[config.mk]
export PLATFORM = sky130hd
export DESIGN_NAME = exu_wb_arbiter
export DESIGN_NICKNAME = d
export VERILOG_FILES = /design/src/rtl/exu_wb_pkg.sv /design/src/rtl/exu_wb_rr_arb.sv /design/src/rtl/exu_wb_arbiter.sv
export SDC_FILE = /design/constraint.sdc
export NUM_CORES = 1
export LEC_CHECK = 0
export BUFFER_PORTS_ARGS = -buffer_cell sky130_fd_sc_hd__clkbuf_2
export CELL_PAD_IN_SITES_DETAIL_PLACEMENT = 1
export CELL_PAD_IN_SITES_GLOBAL_PLACEMENT = 2
export CORE_ASPECT_RATIO = 0.75
export CORE_UTILIZATION = 41
export DETAILED_ROUTE_END_ITERATION = 12
export PLACE_DENSITY_LB_ADDON = 0.1
export SYNTH_ARGS = -nofsm -noshare
export SYNTH_HDL_FRONTEND = slang
export SYNTH_SLANG_ARGS = --single-unit
[constraint.sdc]
create_clock -name hclk -period 8.4 [get_ports hclk]
set_input_delay 1.68 -clock hclk [delete_from_list [all_inputs] [get_ports hclk]]
set_output_delay 1.68 -clock hclk [all_outputs]
set_load 0.05 [all_outputs]
[src/rtl/exu_wb_pkg.sv]
// Shared definitions for the execution-unit writeback arbiter.
//   REG_AW   : register-file address width
//   REG_DW   : register-file data width
//   wb_req_t : one register write (valid, destination, data)
package exu_wb_pkg;

    localparam int unsigned REG_AW = 5;
    localparam int unsigned REG_DW = 32;

    typedef struct packed {
        logic              vld;
        logic [REG_AW-1:0] addr;
        logic [REG_DW-1:0] data;
    } wb_req_t;

endpackage

[src/rtl/exu_wb_rr_arb.sv]
// Combinational round-robin pick among eligible requesters.
//   eligible  : per-requester request bits
//   rr_ptr    : index searched first; the search wraps past NUM_REQ-1
//   grant     : one-hot grant (all zero when nothing is eligible)
//   grant_idx : binary index of the granted requester
//   any       : a grant was issued
module exu_wb_rr_arb #(
    parameter int unsigned NUM_REQ = 4,
    parameter int unsigned PW      = $clog2(NUM_REQ)
) (
    input  logic [NUM_REQ-1:0] eligible,
    input  logic [PW-1:0]      rr_ptr,
    output logic [NUM_REQ-1:0] grant,
    output logic [PW-1:0]      grant_idx,
    output logic               any
);

    always_comb begin
        logic [PW-1:0] idx;
        grant     = '0;
        grant_idx = '0;
        any       = 1'b0;
        idx       = '0;
        for (int unsigned off = 0; off < NUM_REQ; off++) begin
            idx = PW'((32'(rr_ptr) + off) % NUM_REQ);
            if (!any && eligible[idx]) begin
                any        = 1'b1;
                grant[idx] = 1'b1;
                grant_idx  = idx;
            end
        end
    end

endmodule

[src/rtl/exu_wb_arbiter.sv]
// Round-robin arbiter for the single register-file write port.
//   hclk, hrstn          : clock (rising edge), asynchronous active-low reset
//   req_wen/waddr/wdata  : per-requester one-cycle write pulses (slice i = requester i)
//   reg_wen/waddr/wdata  : registered write port, one write per cycle at most
//   exu_stall            : some requester still holds a pending write
//   err_ovf / err_clr    : sticky "write dropped" flag and its synchronous clear
module exu_wb_arbiter
    import exu_wb_pkg::*;
#(
    parameter int unsigned NUM_REQ = 4,
    parameter int unsigned AW      = REG_AW,
    parameter int unsigned DW      = REG_DW
) (
    input  logic                  hclk,
    input  logic                  hrstn,
    input  logic [NUM_REQ-1:0]    req_wen,
    input  logic [NUM_REQ*AW-1:0] req_waddr,
    input  logic [NUM_REQ*DW-1:0] req_wdata,
    output logic                  reg_wen,
    output logic [AW-1:0]         reg_waddr,
    output logic [DW-1:0]         reg_wdata,
    output logic                  exu_stall,
    output logic                  err_ovf,
    input  logic                  err_clr
);

    localparam int unsigned PW = $clog2(NUM_REQ);

    logic [NUM_REQ-1:0] pend_vld_q, pend_vld_d;
    logic [AW-1:0]      pend_addr_q [NUM_REQ];
    logic [AW-1:0]      pend_addr_d [NUM_REQ];
    logic [DW-1:0]      pend_data_q [NUM_REQ];
    logic [DW-1:0]      pend_data_d [NUM_REQ];

    logic [AW-1:0]      in_addr [NUM_REQ];
    logic [DW-1:0]      in_data [NUM_REQ];
    logic [NUM_REQ-1:0] in_live, in_ok, in_ovf, in_acc;
    logic [NUM_REQ-1:0] eligible, grant;
    logic [PW-1:0]      grant_idx, rr_ptr_q, rr_ptr_d;
    logic               grant_any;

    logic               reg_wen_q, reg_wen_d;
    logic [AW-1:0]      reg_waddr_q, reg_waddr_d;
    logic [DW-1:0]      reg_wdata_q, reg_wdata_d;
    logic               err_q, err_d;

    always_comb begin
        for (int i = 0; i < NUM_REQ; i++) begin
            in_addr[i] = req_waddr[i*AW +: AW];
            in_data[i] = req_wdata[i*DW +: DW];
        end
    end

    // Writes to x0 vanish here; among same-cycle writes to one address only the
    // lowest requester survives.
    always_comb begin
        in_live = '0;
        in_ok   = '0;
        for (int i = 0; i < NUM_REQ; i++) begin
            in_live[i] = req_wen[i] && (in_addr[i] != '0);
        end
        for (int i = 0; i < NUM_REQ; i++) begin
            in_ok[i] = in_live[i];
            for (int j = 0; j < i; j++) begin
                if (in_live[j] && (in_addr[j] == in_addr[i])) in_ok[i] = 1'b0;
            end
        end
    end

    assign eligible = pend_vld_q | in_ok;

    exu_wb_rr_arb #(
        .NUM_REQ (NUM_REQ),
        .PW      (PW)
    ) u_rr_arb (
        .eligible  (eligible),
        .rr_ptr    (rr_ptr_q),
        .grant     (grant),
        .grant_idx (grant_idx),
        .any       (grant_any)
    );

    // An incoming write is lost only when its slot stays occupied by a
    // different destination; everything else in in_ok is accepted.
    always_comb begin
        for (int i = 0; i < NUM_REQ; i++) begin
            in_ovf[i] = in_ok[i] && pend_vld_q[i] && !grant[i] && (pend_addr_q[i] != in_addr[i]);
        end
    end

    assign in_acc = in_ok & ~in_ovf;

    always_comb begin
        logic cancel;
        cancel      = 1'b0;
        reg_wen_d   = grant_any;
        reg_waddr_d = '0;
        reg_wdata_d = '0;
        for (int i = 0; i < NUM_REQ; i++) begin
            if (grant[i]) begin
                reg_waddr_d = pend_vld_q[i] ? pend_addr_q[i] : in_addr[i];
                reg_wdata_d = pend_vld_q[i] ? pend_data_q[i] : in_data[i];
            end
        end
        for (int i = 0; i < NUM_REQ; i++) begin
            pend_vld_d[i]  = pend_vld_q[i];
            pend_addr_d[i] = pend_addr_q[i];
            pend_data_d[i] = pend_data_q[i];
            // A newer accepted write to the same register makes this entry stale.
            cancel = 1'b0;
            for (int k = 0; k < NUM_REQ; k++) begin
                if ((k != i) && in_acc[k] && (in_addr[k] == pend_addr_q[i])) cancel = 1'b1;
            end
            if (grant[i] || cancel) pend_vld_d[i] = 1'b0;
            // Capture unless the incoming write itself went straight out.
            if (in_acc[i] && !(grant[i] && !pend_vld_q[i])) begin
                pend_vld_d[i]  = 1'b1;
                pend_addr_d[i] = in_addr[i];
                pend_data_d[i] = in_data[i];
            end
        end
    end

    always_comb begin
        rr_ptr_d = rr_ptr_q;
        if (grant_any) begin
            rr_ptr_d = (grant_idx == PW'(NUM_REQ - 1)) ? '0 : grant_idx + PW'(1);
        end
        err_d = err_q;
        if (|in_ovf) begin
            err_d = 1'b1;
        end else if (err_clr) begin
            err_d = 1'b0;
        end
    end

    always_ff @(posedge hclk or negedge hrstn) begin
        if (!hrstn) begin
            pend_vld_q  <= '0;
            rr_ptr_q    <= '0;
            reg_wen_q   <= 1'b0;
            reg_waddr_q <= '0;
            reg_wdata_q <= '0;
            err_q       <= 1'b0;
            for (int i = 0; i < NUM_REQ; i++) begin
                pend_addr_q[i] <= '0;
                pend_data_q[i] <= '0;
            end
        end else begin
            pend_vld_q  <= pend_vld_d;
            rr_ptr_q    <= rr_ptr_d;
            reg_wen_q   <= reg_wen_d;
            reg_waddr_q <= reg_waddr_d;
            reg_wdata_q <= reg_wdata_d;
            err_q       <= err_d;
            for (int i = 0; i < NUM_REQ; i++) begin
                pend_addr_q[i] <= pend_addr_d[i];
                pend_data_q[i] <= pend_data_d[i];
            end
        end
    end

    assign reg_wen   = reg_wen_q;
    assign reg_waddr = reg_waddr_q;
    assign reg_wdata = reg_wdata_q;
    assign exu_stall = |pend_vld_q;
    assign err_ovf   = err_q;

endmodule

### Word-level counts from Yosys, hierarchy flattened

Index checks and enable logic that the tools add are counted.
Widths: inputs -> output; s select.

* muxes and demuxes: 73
* add/subtract/negate cells: 4
* order comparisons: 8
* equal/unequal tests: 23
* reduce and logical (&&, ||, !) cells: 79
* bitwise operators: 6

Operator list (number)
* $mux 32: 8
* $eq 5x5->1: 18
* $logic_and 1x1->1: 49
* $mux 1: 40
* $mux 5: 8
* $ne 5x5->1: 4
* $reduce_bool 5->1: 4
* $mux 4: 4
* $or 4x4->4: 4
* $logic_not 1->1: 15
* $lt 2x3->1 const B: 4
* $mux 2: 5
* $reduce_bool 2->1: 5
* $bmux 1 s2: 4
* $demux 1 s2: 4
* $ge 2x1->1 const B: 4
* $reduce_or 4->1: 2
* $add 2x1->2 const B: 2
* $add 2x2->2 const B: 2
* $and 4x4->4: 1
* $logic_or 1x1->1: 4
* $not 4->4: 1
* $eq 2x2->1 const B: 1

* output and inout port bits: 40
* word-level logic and storage cells: 210
* input bits: 155
* flip-flop bits (word level): 193

### Longest topological paths before layout

* depth in word-level cells: 31
* mapped depth: 13

### By module

Synthesis repeated with hierarchy kept, for this count alone.

* cell total of the unflattened synthesis: 983
* area, all modules: 11415.9 um^2

By module, submodules not included
* exu_wb_arbiter: seq. area each 4829.6 um^2, cells each 938, area each 10996.8 um^2, times used 1
* exu_wb_rr_arb: seq. area each 0.0 um^2, cells each 45, area each 419.2 um^2, times used 1

### Worst setup path before layout

No wires, ideal clock.

* path type: input -> register
* start: input port req_waddr[0]
* end: register pend_addr_q[15] (netlist bit)
* arrival time: 4.907 ns
* cell stages on the path: 12
* setup slack: 3.366 ns
* library setup time: 0.128 ns
* path buffers: 3
* path through: buf_4 > or4_4 > o21a_1 > nor2_2 > inv_1 > mux4_2 > a311o_1 > a221oi_1 > a211o_1 > buf_4 > buf_6 > mux2_1

* word-level cells in the longest chain between the ends: 25
* elaborated cells on any way between the ends: 49

Ends and longest elaborated chain
* from (decl): line exu_wb_arbiter.sv:17 `input logic [NUM_REQ*AW-1:0] req_waddr,`
* $reduce_bool 5->1: line exu_wb_arbiter.sv:60 `in_live[i] = req_wen[i] && (in_addr[i] != '0);`
* $logic_and 1x1->1: line exu_wb_arbiter.sv:60
* $logic_and 1x1->1: line exu_wb_arbiter.sv:65 `if (in_live[j] && (in_addr[j] == in_addr[i])) in_ok[i] = 1'b0;`
* $mux 1 (3 in a row): line exu_wb_arbiter.sv:65
* $or 4x4->4: line exu_wb_arbiter.sv:70 `assign eligible = pend_vld_q | in_ok;`
* $bmux 1 s2: line exu_wb_rr_arb.sv:26 `if (!any && eligible[idx]) begin`
* $mux 1 (implied by the code): line exu_wb_rr_arb.sv:26
* $mux 1: line exu_wb_rr_arb.sv:26
* [6 not listed]
* $logic_not 1->1: line exu_wb_rr_arb.sv:26
* $logic_and 1x1->1: line exu_wb_rr_arb.sv:26
* $mux 4: line exu_wb_rr_arb.sv:26
* $logic_not 1->1: line exu_wb_arbiter.sv:87 `in_ovf[i] = in_ok[i] && pend_vld_q[i] && !grant[i] && (pend_addr_q[i] != in_addr[i]);`
* $logic_and 1x1->1 (2 in a row): line exu_wb_arbiter.sv:87
* $not 4->4: line exu_wb_arbiter.sv:91 `assign in_acc = in_ok & ~in_ovf;`
* $and 4x4->4: line exu_wb_arbiter.sv:91
* $logic_and 1x1->1: line exu_wb_arbiter.sv:116 `if (in_acc[i] && !(grant[i] && !pend_vld_q[i])) begin`
* to (signal, indexed assignment): line exu_wb_arbiter.sv:157 `pend_addr_q[i] <= pend_addr_d[i];`
* to (decl): line exu_wb_arbiter.sv:30 `logic [AW-1:0] pend_addr_q [NUM_REQ];`

Several ways; a longest one is shown, not always the timed one. The select of a mux whose other input is x is not followed.
A chain may end at the register's enable or synchronous reset.

### Worst setup path in the final report

* start: input port req_waddr[0]
* end: register pend_data_q[35] (netlist bit)

* word-level cells in the longest chain between the ends: 25
* elaborated cells on any way between the ends: 48

Ends and longest elaborated chain
* $reduce_bool 5->1: line exu_wb_arbiter.sv:60
* $logic_and 1x1->1: line exu_wb_arbiter.sv:60
* $logic_and 1x1->1: line exu_wb_arbiter.sv:65
* $mux 1 (3 in a row): line exu_wb_arbiter.sv:65
* $or 4x4->4: line exu_wb_arbiter.sv:70
* $bmux 1 s2: line exu_wb_rr_arb.sv:26
* $mux 1 (implied by the code): line exu_wb_rr_arb.sv:26
* $mux 1: line exu_wb_rr_arb.sv:26
* [6 not listed]
* $logic_not 1->1: line exu_wb_rr_arb.sv:26
* $logic_and 1x1->1: line exu_wb_rr_arb.sv:26
* $mux 4: line exu_wb_rr_arb.sv:26
* $logic_not 1->1: line exu_wb_arbiter.sv:87
* $logic_and 1x1->1 (2 in a row): line exu_wb_arbiter.sv:87
* $not 4->4: line exu_wb_arbiter.sv:91
* $and 4x4->4: line exu_wb_arbiter.sv:91
* $logic_and 1x1->1 (*): line exu_wb_arbiter.sv:116
* to (signal, indexed assignment): line exu_wb_arbiter.sv:158 `pend_data_q[i] <= pend_data_d[i];`
* to (decl): line exu_wb_arbiter.sv:32 `logic [DW-1:0] pend_data_q [NUM_REQ];`

Every way passes the cells marked *; elsewhere a longest branch is shown, timed or not. The select of a mux whose other input is x is not followed.

==> impl_metrics.yaml <==
status:
  status: "finished, final reports clean"
synthesis:
  netlist_area_um2: 12000
  ys_ff_latch: 193
  async_flop_share_pct: 100
  synth_seq_area_share_pct: 40.1
  synthXorXnorAreaFrac_pct: 8.00
  ys_warn_count: 0
  muxShareOfSynthArea_pct: 25.8
  syn_nets: 1217
  syn_inst: 1054
  synth_edf_count: 0
  synth.distinct_cells: 70
  yosysTopAreaCellShare_pct: 40.1
  synth_ff_type: "dfrtp_1"
  synthAdderAreaFrac_pct: 0.832
  syn_avg_cell_area_um2: 11.4
  synth_simple_gate_area_share_pct: 8.00
  synth_top_family_by_area: "multiplexers"
  synth_top_cell_by_area: "dfrtp_1"
  synthTopCellsByArea: "dfrtp_1 (40%), mux2_2 (13%), mux2_4 (4.7%), a211oi_1 (4.6%), mux2_1 (4.6%)"
  synth_compound_gate_area_share_pct: 12.3
cts:
  worstSkewPairLatency_ns: 0.46
  clk_pin_slew_ns: 0.07
  post_cts_buffers: 0
  htree_levels: 4
  tritoncts: "done"
  numCtsBuffers: 17
  clkSinkCount: 193
  clockRootBuffer: "clkbuf_16"
  hold_buffers: 0
  clk_path_buf_depth: 2
  postCtsResizedCells: 0
worst_setup_path:
  critical-path-top-delay-family: "compound AO/OA/AOI/OAI gates"
  r2r_start: "rr_ptr_q[0]"
  required_ns: 8.74
  criticalPathCategory: "input pin to flip-flop"
  crit_path_start: "req_waddr[0]"
  crit_fanout: 40
  crit_slowest_cell: "a221o_2"
  crit_path_frequent_cell: "buf_4"
  setup.worst_path.end_class: "flip-flop"
  arrival_ns: 6.50
  crit_path_cell_trace: "clkbuf_2 > or4_4 > o21a_1 > o32ai_1 > nor2_1 > nor4_1 > a211oi_1 > o22ai_4 > buf_4 > a221o_2 > buf_4 > mux2_2"
  worst-path-buf-inv: 3
  crit_path_start_kind: "input pin"
  slowest_delay_ns: 0.99
min_path:
  min_path_type: "flip-flop to flip-flop"
  worstHoldStart: "pend_data_q[113]"
floorplan:
  die_y_um: 150
  coreArea_um2: 28400
  dieWidth_um: 200
  rows: 53
  fp.dieArea_um2: 30100
  num_io_pins: 195
  start_util_pct: 42.3
sta:
  drv_slew: 0
  setup_violations: 0
  timing.final.crit_share_pct: 73.3
  max_slew.worst_pin.slew_ns: 1.22
  hold_viol_final: 0
  layout_min_cycle_time_ns: 6.15
  rsz0062_at_grt: "false"
  setup-tns-final_ns: 0
  slew_headroom_pct: 18.6
  max_freq_ghz: 0.162
  fin_skew_ns: 0.0121
placement:
  hpwl_mm: 25.9
  numPlacedInstances: 1540
  io_buffers: 194
  gp_congestion: 0.867
routing:
  avgViaCountPerCell: 5.80
  drt_iter0_drc: 432
  drt-total-wl_mm: 39.1
  wl_per_cell_um: 24.8
  dr.pass1.iters: 4
  drc_errors: 0
  ant_nets: 0
  vias: 9140
pwr:
  p_leak_nw: 5.79
  power_density_nw_per_um2: 496
  power_mw: 6.80
  vdd_drop_max_mv: 0.263
global_route:
  grt_usage_pct: 26.9
  grt_max_degree: 78
  antenna_found_initial: 7
  grt_pass1_vias: 9500
  grt_pass1_wl_mm: 59.3
  globalRouteOverflowTotal: 0
cells_and_area:
  area_delta_synth_final_pct: 14.0
  nNetsFinal: 1337
  layout-drive-gt1-share_pct: 37.2
  fin_cells: 1576
run:
  max-cap-violations: 0
## through the flow
step	hold WS, ns	util (%)	cell area [um2]	setup slack [ns]
6_report	0.492	48.2	13700	2.25
5_1_grt	0.508	48.2	13700	1.90
4_1_cts	0.496	48.2	13700	2.23
3_5_place_dp	0.475	46.1	13100	1.74
3_3_place_gp	0.468	46.1	13100	1.82
2_1_floorplan	0.459	-	12000	3.37
## layout by cell type (no fill, tap or decap), types with 13 or more instances in the layout
| cell type | instances |
|---|---|
| clkbuf_16 | 17 |
| nor2b_1 | 36 |
| mux2_4 | 38 |
| nand2_1 | 15 |
| nor2_1 | 14 |
| a211oi_1 | 74 |
| buf_4 | 13 |
| nand3_1 | 48 |
| clkbuf_2 | 193 |
| mux2_2 | 134 |
| xor2_1 | 51 |
| dfrtp_1 | 189 |
| mux2_1 | 49 |
| nor3_1 | 16 |
| xnor2_1 | 59 |
| mux2i_1 | 38 |
| a221oi_1 | 39 |
## layout make-up
type	instances	area, um2
clock buffers	17	425
inverters	12	45.0
well taps	385	482
fillers	3044	14700
multi-input cells	743	6670
repair buffers	207	1080
clock inverters	15	178
diodes	4	10.0
flip-flops and latches	193	4830
## Yosys cell counts (12+ instances only)
cell	number
mux2_1	49
xnor2_1	59
dfrtp_1	193
mux2_4	38
clkbuf_1	55
nor3_1	16
mux2_2	134
xor2_1	51
nand2_1	15
a211oi_1	74
nor2_1	15
buf_2	16
buf_1	14
a221oi_1	39
nor2b_1	36
nand3_1	48
buf_4	12
mux2i_1	38
## worst paths after layout
kind,to,slack (ns),cells after the start
max in group asynchronous,pend_data_q[23],5.81,2
min in group asynchronous,pend_data_q[122],1.16,1
worst max register to register,pend_data_q[78],2.64,10
worst min register to register,pend_data_q[113],0.49,1
worst max-delay path,pend_data_q[35],2.25,12
worst min-delay path,pend_data_q[113],0.49,1
## state kept, by name, summed over array words and instances, names as in the netlist
name and count:
err_ovf 1, pend_vld_q 4, pend_addr_q 20, reg_wen 1, reg_waddr 5, reg_wdata 32, pend_data_q 128, rr_ptr_q 2
## kinds of logic after synthesis
family / Yosys count
multiplexers: 263
XOR/XNOR: 110
AND/OR/NAND/NOR: 172
buffers and inverters: 118
adder cells (fa/ha/maj): 8
flip-flops: 193
AO/OA/AOI/OAI: 190
## routing by layer
metal  global-route usage [%]  wire length, um  vias up
li1                         -                -     4160
met5                        0               39        -
met3                     4.70             1900       36
met4                     7.02              525        6
met1                     39.8            19600     4734
met2                     40.2            17000      204
## power breakdown
part / total [mW] / switching (mW) / internal (mW)
combinational: 4.08 / 2.42 / 1.66
sequential: 1.87 / 0.425 / 1.45
clock: 0.851 / 0.403 / 0.448
Power figures use the tool's default switching activity.
